$ cat config.mk
export PLATFORM = sky130hd
export DESIGN_NAME = lamp_mode_ctrl
export DESIGN_NICKNAME = d
export VERILOG_FILES = /design/src/rtl/lamp_pkg.sv /design/src/rtl/sw_debounce.sv /design/src/rtl/lamp_mode_ctrl.sv
export SDC_FILE = /design/constraint.sdc
export NUM_CORES = 1
export LEC_CHECK = 0
export CAP_MARGIN = 20
export CORE_MARGIN = 2
export CORE_UTILIZATION = 60
export DETAILED_ROUTE_END_ITERATION = 16
export DONT_BUFFER_PORTS = 1
export GPL_ROUTABILITY_DRIVEN = 0
export GPL_TIMING_DRIVEN = 0
export MAX_ROUTING_LAYER = met4
export PLACE_DENSITY = 0.85
export SLEW_MARGIN = 10
export SYNTH_ARGS = -nofsm -noshare
export SYNTH_HDL_FRONTEND = slang
export SYNTH_SLANG_ARGS = --single-unit
$ cat constraint.sdc
create_clock -name clk -period 4.4 [get_ports clk]
set_input_delay 0.88 -clock clk [delete_from_list [all_inputs] [get_ports clk]]
set_output_delay 0.88 -clock clk [all_outputs]
set_load 0.02 [all_outputs]
$ cat src/rtl/lamp_pkg.sv
// Shared types and constants for the lamp/motor mode controller.
package lamp_pkg;

  typedef enum logic [1:0] {
    IDLE = 2'd0,
    GAP  = 2'd1,
    RUN  = 2'd2
  } state_e;

  localparam logic [3:0] DISP_HYPHEN = 4'hE;

  localparam logic [3:0] MODE_NONE = 4'd0;
  localparam logic [3:0] MODE_FADE = 4'd1;
  localparam logic [3:0] MODE_ALL  = 4'd2;
  localparam logic [3:0] MODE_L3   = 4'd3;
  localparam logic [3:0] MODE_L2   = 4'd4;
  localparam logic [3:0] MODE_L1   = 4'd5;
  localparam logic [3:0] MODE_L0   = 4'd6;
  localparam logic [3:0] MODE_M3   = 4'd7;
  localparam logic [3:0] MODE_M2   = 4'd8;
  localparam logic [3:0] MODE_M1   = 4'd9;

  typedef struct packed {
    logic [2:0] motor_en;
    logic [3:0] led_on;
    logic       led_fade;
  } lamp_out_t;

  // Static output pattern for a running mode.
  function automatic lamp_out_t mode_outputs(input logic [3:0] mode);
    lamp_out_t o;
    o = '0;
    case (mode)
      MODE_M1:   o.motor_en = 3'b001;
      MODE_M2:   o.motor_en = 3'b010;
      MODE_M3:   o.motor_en = 3'b100;
      MODE_L0:   o.led_on   = 4'b0001;
      MODE_L1:   o.led_on   = 4'b0010;
      MODE_L2:   o.led_on   = 4'b0100;
      MODE_L3:   o.led_on   = 4'b1000;
      MODE_ALL:  o.led_on   = 4'hF;
      MODE_FADE: o.led_fade = 1'b1;
      default:   o = '0;
    endcase
    return o;
  endfunction

endpackage

$ cat src/rtl/sw_debounce.sv
// Switch synchroniser plus prescaled two-sample debounce, one shared tick for all bits.
module sw_debounce #(
  parameter int unsigned WIDTH      = 10,
  parameter int unsigned DEB_CYCLES = 50000
) (
  input  logic             clk,
  input  logic             rst_n,
  input  logic [WIDTH-1:0] raw_i,
  output logic [WIDTH-1:0] deb_o
);

  localparam int unsigned CNT_W = (DEB_CYCLES > 1) ? $clog2(DEB_CYCLES) : 1;

  logic [CNT_W-1:0] pre_q, pre_d;
  logic [WIDTH-1:0] sync1_q, sync2_q;
  logic [WIDTH-1:0] samp_q, samp_d;
  logic [WIDTH-1:0] deb_q, deb_d;
  logic [WIDTH-1:0] agree_c;
  logic             tick_c;

  assign tick_c  = (pre_q == CNT_W'(DEB_CYCLES - 1));
  assign agree_c = ~(sync2_q ^ samp_q);

  // A bit only moves when two consecutive tick samples agree.
  always_comb begin
    pre_d  = pre_q + CNT_W'(1);
    samp_d = samp_q;
    deb_d  = deb_q;
    if (tick_c) begin
      pre_d  = '0;
      samp_d = sync2_q;
      deb_d  = (agree_c & sync2_q) | (~agree_c & deb_q);
    end
  end

  always_ff @(posedge clk or negedge rst_n) begin
    if (!rst_n) begin
      pre_q   <= '0;
      sync1_q <= '0;
      sync2_q <= '0;
      samp_q  <= '0;
      deb_q   <= '0;
    end else begin
      pre_q   <= pre_d;
      sync1_q <= raw_i;
      sync2_q <= sync1_q;
      samp_q  <= samp_d;
      deb_q   <= deb_d;
    end
  end

  assign deb_o = deb_q;

endmodule

$ cat src/rtl/lamp_mode_ctrl.sv
// Priority mode select with break-before-make GAP sequencing for lamps and motors.
// Optional LED soft-start in mode 2 when LAMP_SOFTSTART_EN is defined.
module lamp_mode_ctrl
  import lamp_pkg::*;
#(
  parameter int unsigned DEB_CYCLES     = 50000,
  parameter int unsigned GAP_CYCLES     = 25000000,
  parameter int unsigned STAGGER_CYCLES = 12500000
) (
  input  logic       clk,
  input  logic       rst_n,
  input  logic [9:0] sw,
  output logic [2:0] motor_en,
  output logic [3:0] led_on,
  output logic       led_fade,
  output logic       speed_fast,
  output logic [3:0] disp_code,
  output logic       busy
);

  localparam int unsigned NUM_SW = 10;
  localparam int unsigned GAP_W  = (GAP_CYCLES > 1) ? $clog2(GAP_CYCLES) : 1;

  logic [NUM_SW-1:0] deb_sw;
  logic [3:0]        req_c;
  logic [3:0]        stage_mask_c;

  state_e     state_q, state_d;
  logic [3:0] cur_q, cur_d;
  logic [3:0] pend_q, pend_d;
  logic [GAP_W-1:0] gap_cnt_q, gap_cnt_d;
  lamp_out_t  out_q, out_d;
  logic [3:0] disp_q, disp_d;
  logic       busy_q, busy_d;
  logic       speed_q, speed_d;

  sw_debounce #(
    .WIDTH      (NUM_SW),
    .DEB_CYCLES (DEB_CYCLES)
  ) u_deb (
    .clk   (clk),
    .rst_n (rst_n),
    .raw_i (sw),
    .deb_o (deb_sw)
  );

  // Highest debounced switch index among 9..1 wins.
  always_comb begin
    req_c = MODE_NONE;
    for (int i = 1; i < NUM_SW; i++) begin
      if (deb_sw[i]) req_c = 4'(i);
    end
  end

`ifdef LAMP_SOFTSTART_EN
  localparam int unsigned STAG_W = (STAGGER_CYCLES > 1) ? $clog2(STAGGER_CYCLES) : 1;

  logic [STAG_W-1:0] stag_cnt_q, stag_cnt_d;
  logic [1:0]        stage_q, stage_d;

  // Stage advances every STAGGER_CYCLES while mode 2 runs; anything else clears it.
  always_comb begin
    stag_cnt_d = '0;
    stage_d    = '0;
    if (state_q == RUN && cur_q == MODE_ALL) begin
      stag_cnt_d = stag_cnt_q + STAG_W'(1);
      stage_d    = stage_q;
      if (stag_cnt_q == STAG_W'(STAGGER_CYCLES - 1)) begin
        stag_cnt_d = '0;
        if (stage_q != 2'd3) stage_d = stage_q + 2'd1;
      end
    end
  end

  always_ff @(posedge clk or negedge rst_n) begin
    if (!rst_n) begin
      stag_cnt_q <= '0;
      stage_q    <= '0;
    end else begin
      stag_cnt_q <= stag_cnt_d;
      stage_q    <= stage_d;
    end
  end

  assign stage_mask_c = 4'((5'd2 << stage_q) - 5'd1);
`else
  logic unused_stagger_c;
  assign unused_stagger_c = (STAGGER_CYCLES == 0);
  assign stage_mask_c     = 4'hF;
`endif

  // Next state, and next registered outputs derived from the current state.
  always_comb begin
    state_d   = state_q;
    cur_d     = cur_q;
    pend_d    = pend_q;
    gap_cnt_d = gap_cnt_q;
    out_d     = '0;
    disp_d    = DISP_HYPHEN;
    busy_d    = (state_q == GAP);
    speed_d   = deb_sw[0];

    case (state_q)
      IDLE: begin
        if (req_c != MODE_NONE) begin
          pend_d    = req_c;
          gap_cnt_d = '0;
          state_d   = GAP;
        end
      end
      GAP: begin
        if (req_c != pend_q) begin
          pend_d    = req_c;
          gap_cnt_d = '0;
        end else if (gap_cnt_q == GAP_W'(GAP_CYCLES - 1)) begin
          cur_d   = pend_q;
          state_d = (pend_q != MODE_NONE) ? RUN : IDLE;
        end else begin
          gap_cnt_d = gap_cnt_q + GAP_W'(1);
        end
      end
      RUN: begin
        out_d  = mode_outputs(cur_q);
        if (cur_q == MODE_ALL) out_d.led_on = stage_mask_c;
        disp_d = cur_q;
        if (req_c != cur_q) begin
          pend_d    = req_c;
          gap_cnt_d = '0;
          state_d   = GAP;
        end
      end
      default: state_d = IDLE;
    endcase
  end

  always_ff @(posedge clk or negedge rst_n) begin
    if (!rst_n) begin
      state_q   <= IDLE;
      cur_q     <= MODE_NONE;
      pend_q    <= MODE_NONE;
      gap_cnt_q <= '0;
      out_q     <= '0;
      disp_q    <= DISP_HYPHEN;
      busy_q    <= 1'b0;
      speed_q   <= 1'b0;
    end else begin
      state_q   <= state_d;
      cur_q     <= cur_d;
      pend_q    <= pend_d;
      gap_cnt_q <= gap_cnt_d;
      out_q     <= out_d;
      disp_q    <= disp_d;
      busy_q    <= busy_d;
      speed_q   <= speed_d;
    end
  end

  assign motor_en   = out_q.motor_en;
  assign led_on     = out_q.led_on;
  assign led_fade   = out_q.led_fade;
  assign speed_fast = speed_q;
  assign disp_code  = disp_q;
  assign busy       = busy_q;

endmodule

# Word level (Yosys, flattened, before mapping)
# Cells that the tools add are included.
# word_totals
in_bits	12
out_inout_bits	14
word_cells	84
regBits	105
# classes
n_bitwise	7
reduce_logical	8
add_sub_neg	2
eq_ne	21
muxes	31
# op_table
cell	count
25-bit 2-to-1 mux	4
25-bit case mux with 3 select lines	1
4-bit 2-to-1 mux	12
25-bit by 1-bit adder with 25-bit output (second input constant)	1
25-bit == test (second input constant)	1
10-bit bitwise AND	2
10-bit NOT	2
16-bit by 1-bit adder with 16-bit output (second input constant)	1
16-bit == test (second input constant)	1
4-bit by 3-bit == test with 1-bit output (second input constant)	4
16-bit 2-to-1 mux	1
4-bit case mux with 4 select lines	1
2-bit 2-to-1 mux	6
4-bit case mux with 3 select lines	1
4-bit AND reduction	3
10-bit bitwise OR	1
10-bit XOR	1
3-bit case mux with 3 select lines	1
4-bit by 2-bit == test with 1-bit output (second input constant)	2
4-bit == test (second input constant)	2
8-bit 2-to-1 mux	1
4-bit inequality test	2
4-bit nonzero test	2
2-bit inequality test (second input constant)	3
other kinds (11)	13

# Logic depth before layout (Yosys ltp)
# Gate-level depths: netlist (run 1).
# depth
word_depth	12
ltp_mapped	10
ltp_nobuf	8

# Cells and area by module
# From an unflattened synthesis (run 1), not the netlist that was laid out.
# hier_totals
hier_cells	460
hier_area_um2	4847.1
# modules_own_cells
mod	n_inst	cells_each	seq_area_each_um2	area_each_um2
lamp_mode_ctrl	1	287	1229.9	2723.9
sw_debounce	1	173	1401.3	2123.3

# Worst setup path before layout (run 1)
# Ideal clock, no wire load.
# synth_timing
path_kind	register -> register
start	register (tool-made name)
end	register gap_cnt_q[18]
stages_incl_launch_ff	9
setup_slack_ps	1884
path_buffers	1
setup_ps	126
synth_period_minus_slack_ps	2516
arrival_ps	2390
required_time_ps	4274
cell_sequence	dfrtp_1 > or2_1 > o21a_1 > a32o_1 > a311oi_4 > nor3_1 > a31o_4 > buf_4 > a221o_1
# synth_rtl
item	line_no	text
to (signal assigned)	lamp_mode_ctrl.sv:150	gap_cnt_q <= gap_cnt_d;
to (decl)	lamp_mode_ctrl.sv:31	logic [GAP_W-1:0] gap_cnt_q, gap_cnt_d;

==> results of run 1 <==
[layer usage]
| layer | up-vias | wire length [µm] |
|---|---|---|
| met1 | 1762 | 4150 |
| met2 | 118 | 4852 |
| met3 | 13 | 393 |
| li1 | 1651 | - |
| met4 | 0 | 83 |
| met5 | - | 0 |
[worst min-delay path by stage]
stage / from / to / slack (ns) / cells past startpoint
5_1_grt: rst_n / u_deb.sync2_q[6] / 0.16 / 0
3_5_place_dp: u_deb.sync1_q[8] / u_deb.sync2_q[8] / 0.33 / 0
3_3_place_gp: u_deb.sync1_q[3] / u_deb.sync2_q[3] / 0.34 / 0
4_1_cts: rst_n / async pin / 0.17 / 0
6_report: rst_n / led_on[0] / 0.19 / 0
2_1_floorplan: u_deb.sync1_q[0] / u_deb.sync2_q[0] / 0.33 / 0
[cells by family after synthesis]
group,Yosys count
muxes,13
AOI/OAI and AO/OA,100
buffers and inverters,39
DFF,105
xor gates and xnor gates,15
adders and majority gates,2
and+or+nand+nor,181
[Yosys cell counts (all sizes together) (3+ instances only)]
| cell type | number |
|---|---|
| a221o | 10 |
| nor2 | 39 |
| and2 | 5 |
| nand4 | 3 |
| or2 | 3 |
| xor2 | 9 |
| a221oi | 3 |
| o211a | 4 |
| mux2 | 7 |
| o21ai | 39 |
| or3 | 3 |
| and4 | 4 |
| nand2 | 37 |
| inv | 20 |
| nor2b | 4 |
| a211o | 4 |
| clkbuf | 11 |
| nor4 | 8 |
| dfrtp | 102 |
| nor3 | 10 |
| mux2i | 6 |
| a31oi | 11 |
| xnor2 | 6 |
| nand4b | 3 |
| nor3b | 3 |
| dfstp | 3 |
| a21oi | 19 |
| nand3 | 24 |
| buf | 8 |
| and3 | 21 |
| nand2b | 10 |
[power groups by stage]
stage / clock (µW) / combinational, µW / sequential (µW)
finish: 568 / 0.217 / 979
global route: 619 / 0.217 / 980
CTS: 587 / 0.217 / 979
detailed placement: 0 / 0.217 / 998
global placement: 0 / 0.217 / 998
floorplan: 0 / 0.217 / 996
[critical path, cell delays in order, from the launching register on]
cell      delay (ns)
dfrtp_1         0.45
nand2b_1        0.17
a221oi_1        0.58
mux2i_1         0.29
nor4_2          0.50
buf_2           0.33
buf_2           0.27
nand2_1         0.08
a31oi_1         0.21
[cell usage in the layout, fill, tap and decap left out, drive strengths merged, types with 5 or more instances in the layout]
cell    count
a21oi      19
a221o      10
a31oi      11
and2        5
and3       21
buf         8
clkbuf     21
dfrtp     102
inv        24
mux2        7
mux2i       6
nand2      37
nand2b     10
nand3      24
nor2       39
nor3       10
nor4        8
o21ai      39
xnor2       6
xor2        9
[area by class of cell]
type                       instances  area, µm²  share of cell area, %
sequential                       105       2631                  52.16
multi-input combinational        311       1941                  38.47
clock buffer                      10      127.6                  2.530
tap                              102      127.6                  2.530
buffer                            19      82.58                  1.637
inverter                          20      75.07                  1.488
clock inverter                     6      60.06                  1.190
[registers in the layout, indices dropped and copies added, names as in the netlist, named ones only]
name and flops:
motor_en 3, u_deb.pre_q 16, state_q 2, busy 1
led_fade 1, pend_q 4, cur_q 4, led_on 4
gap_cnt_q 25, u_deb.sync2_q 10, u_deb.samp_q 10, disp_code 4
u_deb.sync1_q 10, speed_fast 1
[stage by stage]
step | worst slack, ns | hold slack (ns) | power, µW
6_report | 1.451 | 0.1856 | 1547
5_1_grt | 1.280 | 0.1618 | 1600
4_1_cts | 1.512 | 0.1679 | 1567
3_5_place_dp | 1.535 | 0.3347 | 998.4
3_3_place_gp | 1.658 | 0.3351 | 997.9
2_1_floorplan | 1.884 | 0.3312 | 996.3
==> flow_summary.toml, run 1 <==
[outcome]
status = "finished clean"

[finish]
drive_gt1_share_pct = 8.705
final_cells = 573
finish.utilization_pct = 65.63
area_growth_pct = 6.667
nets = 480
final_area_um2 = 5045
antennaDiodeCount = 0
nFillCells = 590

[floorplan]
rows = 32
ios = 26
dieArea_um2 = 8609
die_h_um = 92.79
core-area_um2 = 7687
fp.dieW_um = 92.79
initial_core_util_pct = 61.52

[global_route]
met3_usage_pct = 5.207
busiest_layer = "met2"
grt_use_met1_pct = 30.04
track_usage_pct = 24.33
grtUsageMet2_pct = 40.28
antenna_found_initial = 0
grt_max_degree = 106
grt_pass1_wl_um = 16050
grt_overflow = 0
first_global_vias = 3406

[logic_synthesis]
yosys_warnings = 0
synthTopCellsByArea = "dfrtp_1 (54%), o21ai_0 (4.1%), nor2_1 (3.0%), nand2_1 (2.9%), and3_1 (2.8%)"
synth_top_area_share_pct = 53.97
ys_ff_latch = 105
netlist_instances = 455
yosys.area_share.simple_pct = 20.08
async_flop_share_pct = 100.0
synth-xor-area-share_pct = 2.778
syn_area_um2 = 4730
yosys.area.top_type = "dfrtp_1"
synth_cell_type_count = 52
ys_seq_area_share_pct = 55.63
synth_edf_count = 0
synth_adder_area_share_pct = 0.5291
synth_mux_area_share_pct = 2.937
synth_fp_nets = 469
avgSynthCellArea_um2 = 10.39
synth_compound_area_share_pct = 14.71
synth_top_family_by_area = "simple AND/OR/NAND/NOR gates"
synth-main-ff-cell = "dfrtp_1"

[critical_path]
rr_worst_depth = 8
crit_path_start_kind = "register"
worstSetupEndpoint = "gap_cnt_q[19]"
crit_arrival_ns = 3.24
crit_type = "register to register"
path_max_fanout = 10
required_ns = 4.69
end_kind = "register"
reg2reg_slack_ns = 1.45
worst_r2r_endpoint = "gap_cnt_q[19]"

[clock_tree]
cts_setup_buffers = 0
hold_buffers = 0
cts_buffer_depth = 2
cts_resized = 0
clk_latency_ns = 0.38
h-tree-depth = 3
root_buffer = "clkbuf_8"
path_clk_slew_ns = 0.10
cts_sinks = 105
numCtsBuffers = 9
cts_tree = "done"

[timing]
worst_slew_pin_slew_ns = 0.6616
fin_crit_ns = 2.949
maxSlewViolCount = 0
period_share_pct = 67.03
relSlewSlack_pct = 55.89
fin_tns_setup_ns = 0
final_hold_viol_count = 0
rsz0062_at_grt = "no"
max_freq_mhz = 339.0
skew_ns = 0.008527
setup_viol = 0

[place]
io_buffer_count = 0
dpl_cell_area_um2 = 4857
dp_cells = 557
hpwlAfterDp_um = 6351

[power_and_ir_drop]
clkPwrFrac_pct = 36.7
p_seq_share_pct = 63.3
switching_share_pct = 22.82
ir_drop_v = 0.0002283
p_comb_share_pct = 0
p_int_uw = 1194
total_leakage_power_uw = 0.002308
power.density_nw_per_um2 = 306.7
p_switching_uw = 353.1

[drt]
wl_per_cell_um = 16.54
dr.pass1.iters = 5
drc = 0
viasPerCell = 6.185
num_vias = 3544
routed_wl_um = 9480
drtIter0Drc = 211
drtAntennaViolNets = 0

[flow_run]
maxCapViolations = 0

[worst_hold_path]
min-delay-path-class = "input port to async pin"
No activity file was read; power rests on OpenSTA's default activity.
==> run 2, diff against run 1 <==
--- a/config.mk
+++ b/config.mk
@@ -7,13 +7,13 @@
 export LEC_CHECK = 0
 export CAP_MARGIN = 20
 export CORE_MARGIN = 2
-export CORE_UTILIZATION = 60
+export CORE_UTILIZATION = 57
 export DETAILED_ROUTE_END_ITERATION = 16
 export DONT_BUFFER_PORTS = 1
 export GPL_ROUTABILITY_DRIVEN = 0
 export GPL_TIMING_DRIVEN = 0
 export MAX_ROUTING_LAYER = met4
-export PLACE_DENSITY = 0.85
+export PLACE_DENSITY = 0.84
 export SLEW_MARGIN = 10
 export SYNTH_ARGS = -nofsm -noshare
 export SYNTH_HDL_FRONTEND = slang
==> constraint.sdc (replaced) <==
create_clock -name clk -period 2.6 [get_ports clk]
set_input_delay 0.52 -clock clk [delete_from_list [all_inputs] [get_ports clk]]
set_output_delay 0.52 -clock clk [all_outputs]
set_load 0.02 [all_outputs]
==> flow_summary.toml, run 2 (synthesis gave the netlist of run 1 again) <==
[outcome]
status = "finished, violations left"
failed_checks = "hold timing, setup timing"

[place]
hpwlAfterDp_um = 6444
io_buffer_count = 0
dp_cells = 560

[floorplan]
dieArea_um2 = 9042
rows = 33
initial_core_util_pct = 58.14
die_h_um = 95.09
fp.dieW_um = 95.09
ios = 26
core-area_um2 = 8134

[clock_tree]
cts_buffer_depth = 2
numCtsBuffers = 9
clk_latency_ns = 0.39
root_buffer = "clkbuf_8"
cts_sinks = 105
cts_tree = "done"
h-tree-depth = 3
path_clk_slew_ns = 0.12

[global_route]
grt_max_degree = 106
antenna_found_initial = 0
grt_pass1_wl_um = 17910
track_usage_pct = 26.63
first_global_vias = 3855
grt_overflow = 0

[worst_hold_path]
min-delay-path-class = "input port to async pin"

[finish]
layout_common_cells = "dfrtp_1 (98), o21ai_0 (38), nand2_1 (37)"
drive_gt1_share_pct = 20.04
nets = 503
seqCellArea_um2 = 2636
final_cells = 599
nFillCells = 500
top_regs = "gap_cnt_q x25, u_deb.pre_q x16"
antennaDiodeCount = 0
final_common_cell = "dfrtp_1"
area_growth_pct = 17.80
multiInputGateArea_um2 = 2163
largest_reg_flops = 25
largest_register = "gap_cnt_q"

[critical_path]
crit_type = "register to register"
required_ns = 2.91
crit_path_start_kind = "register"
end_kind = "register"
crit_arrival_ns = 3.01
reg2reg_slack_ns = -0.1
worst_r2r_endpoint = "gap_cnt_q[17]"
rr_worst_depth = 8
path_max_fanout = 5

[power_and_ir_drop]
power.density_nw_per_um2 = 506.0
total_leakage_power_uw = 0.002537
ir_drop_v = 0.0003851

[drt]
dr.pass1.iters = 5
routed_wl_um = 11910
drtIter0Drc = 269
drc = 0
wl_per_cell_um = 19.88
viasPerCell = 6.544
drtAntennaViolNets = 0
num_vias = 3920

[timing]
rsz0062_at_grt = "yes"
fin_crit_ns = 2.699
maxSlewViolCount = 0
setup_viol = 32
skew_ns = 0.01173
fin_hold_ws_ns = -0.1990
worst_slew_pin_slew_ns = 0.7584
fin_tns_setup_ns = -1.509
final_hold_viol_count = 105
relSlewSlack_pct = 48.97
max_freq_mhz = 370.5
period_share_pct = 103.8
fin_ws_ns = -0.09930

[flow_run]
maxCapViolations = 0
[run 2: cell types whose count changed in the layout (fill, tap and decap cells not counted), moves of 4 or more]
cell / before / now
dfrtp_2: 0 / 4
buf_6: 0 / 5
a31oi_2: 0 / 4
dfrtp_1: 102 / 98
clkbuf_1: 12 / 5
nor2_1: 38 / 34
clkbuf_2: 0 / 4
buf_4: 2 / 21
a31oi_1: 11 / 5
inv_6: 4 / 0
[run 2: per-layer routing]
layer / vias to the layer above / part of all wire [%] / track usage (%)
li1: 1693 / - / -
met1: 1931 / 37 / 31.38
met2: 236 / 52 / 44.66
met3: 60 / 7.4 / 5.296
met4: 0 / 4.0 / 11.35
met5: - / 0 / -
[run 2: cell type report]
class	count	area share (%)
timing repair buffer	25	3.952
clock buffer	9	2.223
buffer	16	1.707
sequential	105	47.32
tap	105	2.358
clock inverter	7	2.021
multi-input combinational	311	38.83
inverter	20	1.482
timing repair inverter	1	0.1123
[run 2: timing repair]
action / CTS / global route
endpoints found under the setup margin: 36 / 53
endpoints found under the hold margin: 105 / 105
pin swaps: 19 / 15
cloned: 1 / 2
buffers inserted: 17 / 6
gates resized for setup: 30 / 34
[run 2: critical path: stages (launching register included)]
cell and delay, ns:
dfrtp_2 0.44, or4_4 0.52, a211o_1 0.30, a221oi_4 0.32, nor3_2 0.11, a221oi_4 0.36
a31o_4 0.26, inv_4 0.09, a31oi_1 0.21
[run 2: where the power goes]
group / internal (µW) / total, µW / leakage, µW / switching (µW)
Combinational: 0.366 / 0.367 / 0.00103 / 0
Clock: 486 / 1160 / 0.000115 / 677
Sequential: 1650 / 1660 / 0.00139 / 8.17
Total: 2130 / 2820 / 0.00254 / 685
[run 2: through the flow]
stage | util [%] | hold WS, ns | instance area, µm² | power (µW) | setup slack [ns]
after floorplan | - | 0.2244 | 4730 | 1686 | 0.08386
after global placement | 59.76 | 0.2272 | 4861 | 1687 | -0.1597
after detailed placement | 59.76 | 0.2266 | 4861 | 1688 | -0.2541
after CTS | 65.81 | -0.1929 | 5353 | 2815 | -0.06617
after global routing | 68.50 | -0.2027 | 5572 | 2888 | -0.1571
final | 68.50 | -0.1990 | 5572 | 2819 | -0.09930
[run 2: how the worst max path moves through the flow]
stage,startpoint,endpoint,slack [ns],cells after the start
after global routing,register,gap_cnt_q[17],-0.16,8
after floorplan,register,gap_cnt_q[18],0.08,8
after CTS,register,gap_cnt_q[3],-0.07,8
after detailed placement,register,gap_cnt_q[15],-0.25,9
after global placement,register,gap_cnt_q[15],-0.16,8
final,register,gap_cnt_q[17],-0.1,8
==> run 3, diff against run 2 <==
--- a/config.mk
+++ b/config.mk
@@ -12,7 +12,6 @@
 export DONT_BUFFER_PORTS = 1
 export GPL_ROUTABILITY_DRIVEN = 0
 export GPL_TIMING_DRIVEN = 0
-export MAX_ROUTING_LAYER = met4
 export PLACE_DENSITY = 0.84
 export SLEW_MARGIN = 10
 export SYNTH_ARGS = -nofsm -noshare
==> flow_summary.toml, run 3 (synthesis gave the netlist of run 1 again) <==
[outcome]
status = "finished, violations left"
failed_checks = "hold timing, setup timing"

[finish]
antennaDiodeCount = 0
final_cells = 599
area_growth_pct = 17.67
drive_gt1_share_pct = 20.45
final_common_cell = "dfrtp_1"
nFillCells = 502
finish.utilization_pct = 68.42
largest_register = "gap_cnt_q"
top_regs = "gap_cnt_q x25, u_deb.pre_q x16"
layout_common_cells = "dfrtp_1 (98), o21ai_0 (38), nand2_1 (37)"
largest_reg_flops = 25
nets = 503

[critical_path]
critPathSlowestCell = "or4_4"
crit_path_start_kind = "register"
crit_type = "register to register"
cp_cell_sequence = "or4_4 > a211o_1 > a221oi_4 > nor3_2 > a221oi_4 > a31o_4 > inv_8 > a31oi_2"
cpPeakStageDelay_ns = 0.53
crit_arrival_ns = 2.95
end_kind = "register"
crit_top_cell = "a221oi_4"
required_ns = 2.90
path_max_fanout = 5

[global_route]
grt_max_degree = 106
grt_overflow = 0
antenna_found_initial = 0
grt_pass1_wl_um = 17960
track_usage_pct = 25.91
first_global_vias = 3855

[flow_run]
maxCapViolations = 0

[floorplan]
rows = 33
dieArea_um2 = 9042
initial_core_util_pct = 58.14
core-area_um2 = 8134
fp.dieW_um = 95.09
ios = 26
die_h_um = 95.09

[timing]
relSlewSlack_pct = 44.72
maxSlewViolCount = 0
final_hold_viol_count = 105
worst_slew_pin_slew_ns = 0.8216
setup_viol = 29
max_freq_mhz = 377.1
rsz0062_at_grt = "yes"
skew_ns = 0.01192
fin_tns_setup_ns = -0.8065
fin_crit_ns = 2.652
fin_ws_ns = -0.05215
fin_hold_ws_ns = -0.1883
period_share_pct = 102.0

[drt]
num_vias = 3832
dr.pass1.iters = 5
viasPerCell = 6.397
wl_per_cell_um = 19.15
drc = 0
routed_wl_um = 11470
drtAntennaViolNets = 0
drtIter0Drc = 329

[power_and_ir_drop]
total_leakage_power_uw = 0.002539
power.density_nw_per_um2 = 504.7
p_total_uw = 2809
ir_drop_v = 0.0003829

[place]
hpwlAfterDp_um = 6444
dp_cells = 560
dp_slack_ns = -0.2541
io_buffer_count = 0

[clock_tree]
cts_sinks = 105
clk_latency_ns = 0.38
cts_buffer_depth = 2
h-tree-depth = 3
cts_tree = "done"
numCtsBuffers = 9
path_clk_slew_ns = 0.12
root_buffer = "clkbuf_8"

[worst_hold_path]
min-delay-path-class = "input port to async pin"
## run 3: worst max-delay path: cells and delay by family (launching register included)
| family | cells | cell delay [ns] |
|---|---|---|
| AOI/OAI and AO/OA | 5 | 1.41 |
| and+or+nand+nor | 2 | 0.63 |
| buffers and inverters | 1 | 0.07 |
| DFF | 1 | 0.45 |
## run 3: power by group
| group | total [µW] | internal (µW) | switching, µW |
|---|---|---|---|
| logic | 0.367 | 0.366 | 0 |
| registers | 1660 | 1650 | 7.92 |
| clock network | 1150 | 486 | 666 |
| total | 2810 | 2130 | 674 |
## run 3: final timing paths
path                               endpoint  slack [ns]             start  cells past startpoint
max reg2reg                    gap_cnt_q[9]       -0.05          register                      8
max in group asynchronous         async pin        2.60             rst_n                      0
min reg2reg                u_deb.sync2_q[7]        0.36  u_deb.sync1_q[7]                      0
min in group clk           u_deb.sync1_q[5]        0.16             sw[5]                      0
min                             motor_en[1]       -0.19             rst_n                      0
max                            gap_cnt_q[9]       -0.05          register                      8
## run 3: timing repair
item                                    CTS  global route
resized for setup                        30            34
endpoints found under the hold margin   105           105
gates cloned                              1             2
endpoints found under the setup margin   36            52
pin swaps                                19            19
setup buffers                            17             6
## run 3: final cells by class
| class | instances | area (µm²) | area share [%] |
|---|---|---|---|
| plain buffers | 16 | 95.09 | 1.709 |
| clock buffers | 9 | 123.9 | 2.226 |
| clock inverters | 7 | 112.6 | 2.023 |
| inverters | 20 | 82.58 | 1.484 |
| multi-input cells | 311 | 2150 | 38.62 |
| flip-flops and latches | 105 | 2636 | 47.37 |
| well taps | 105 | 131.4 | 2.361 |
| repair buffers | 25 | 227.7 | 4.092 |
| repair inverters | 1 | 6.256 | 0.1124 |
## run 3: per-stage QoR
step / hold slack [ns] / area (µm²)
3_3_place_gp: 0.2272 / 4861
3_5_place_dp: 0.2266 / 4861
6_report: -0.1883 / 5565
5_1_grt: -0.2074 / 5565
2_1_floorplan: 0.2244 / 4730
4_1_cts: -0.1929 / 5353
## run 3: routing by layer
| layer | up-vias | global-route usage (%) | routed length, µm |
|---|---|---|---|
| met5 | - | 0 | 0 |
| met4 | 0 | 11.35 | 415 |
| met3 | 48 | 5.296 | 694 |
| met2 | 199 | 44.19 | 5961 |
| met1 | 1888 | 31.96 | 4399 |
| li1 | 1697 | - | - |
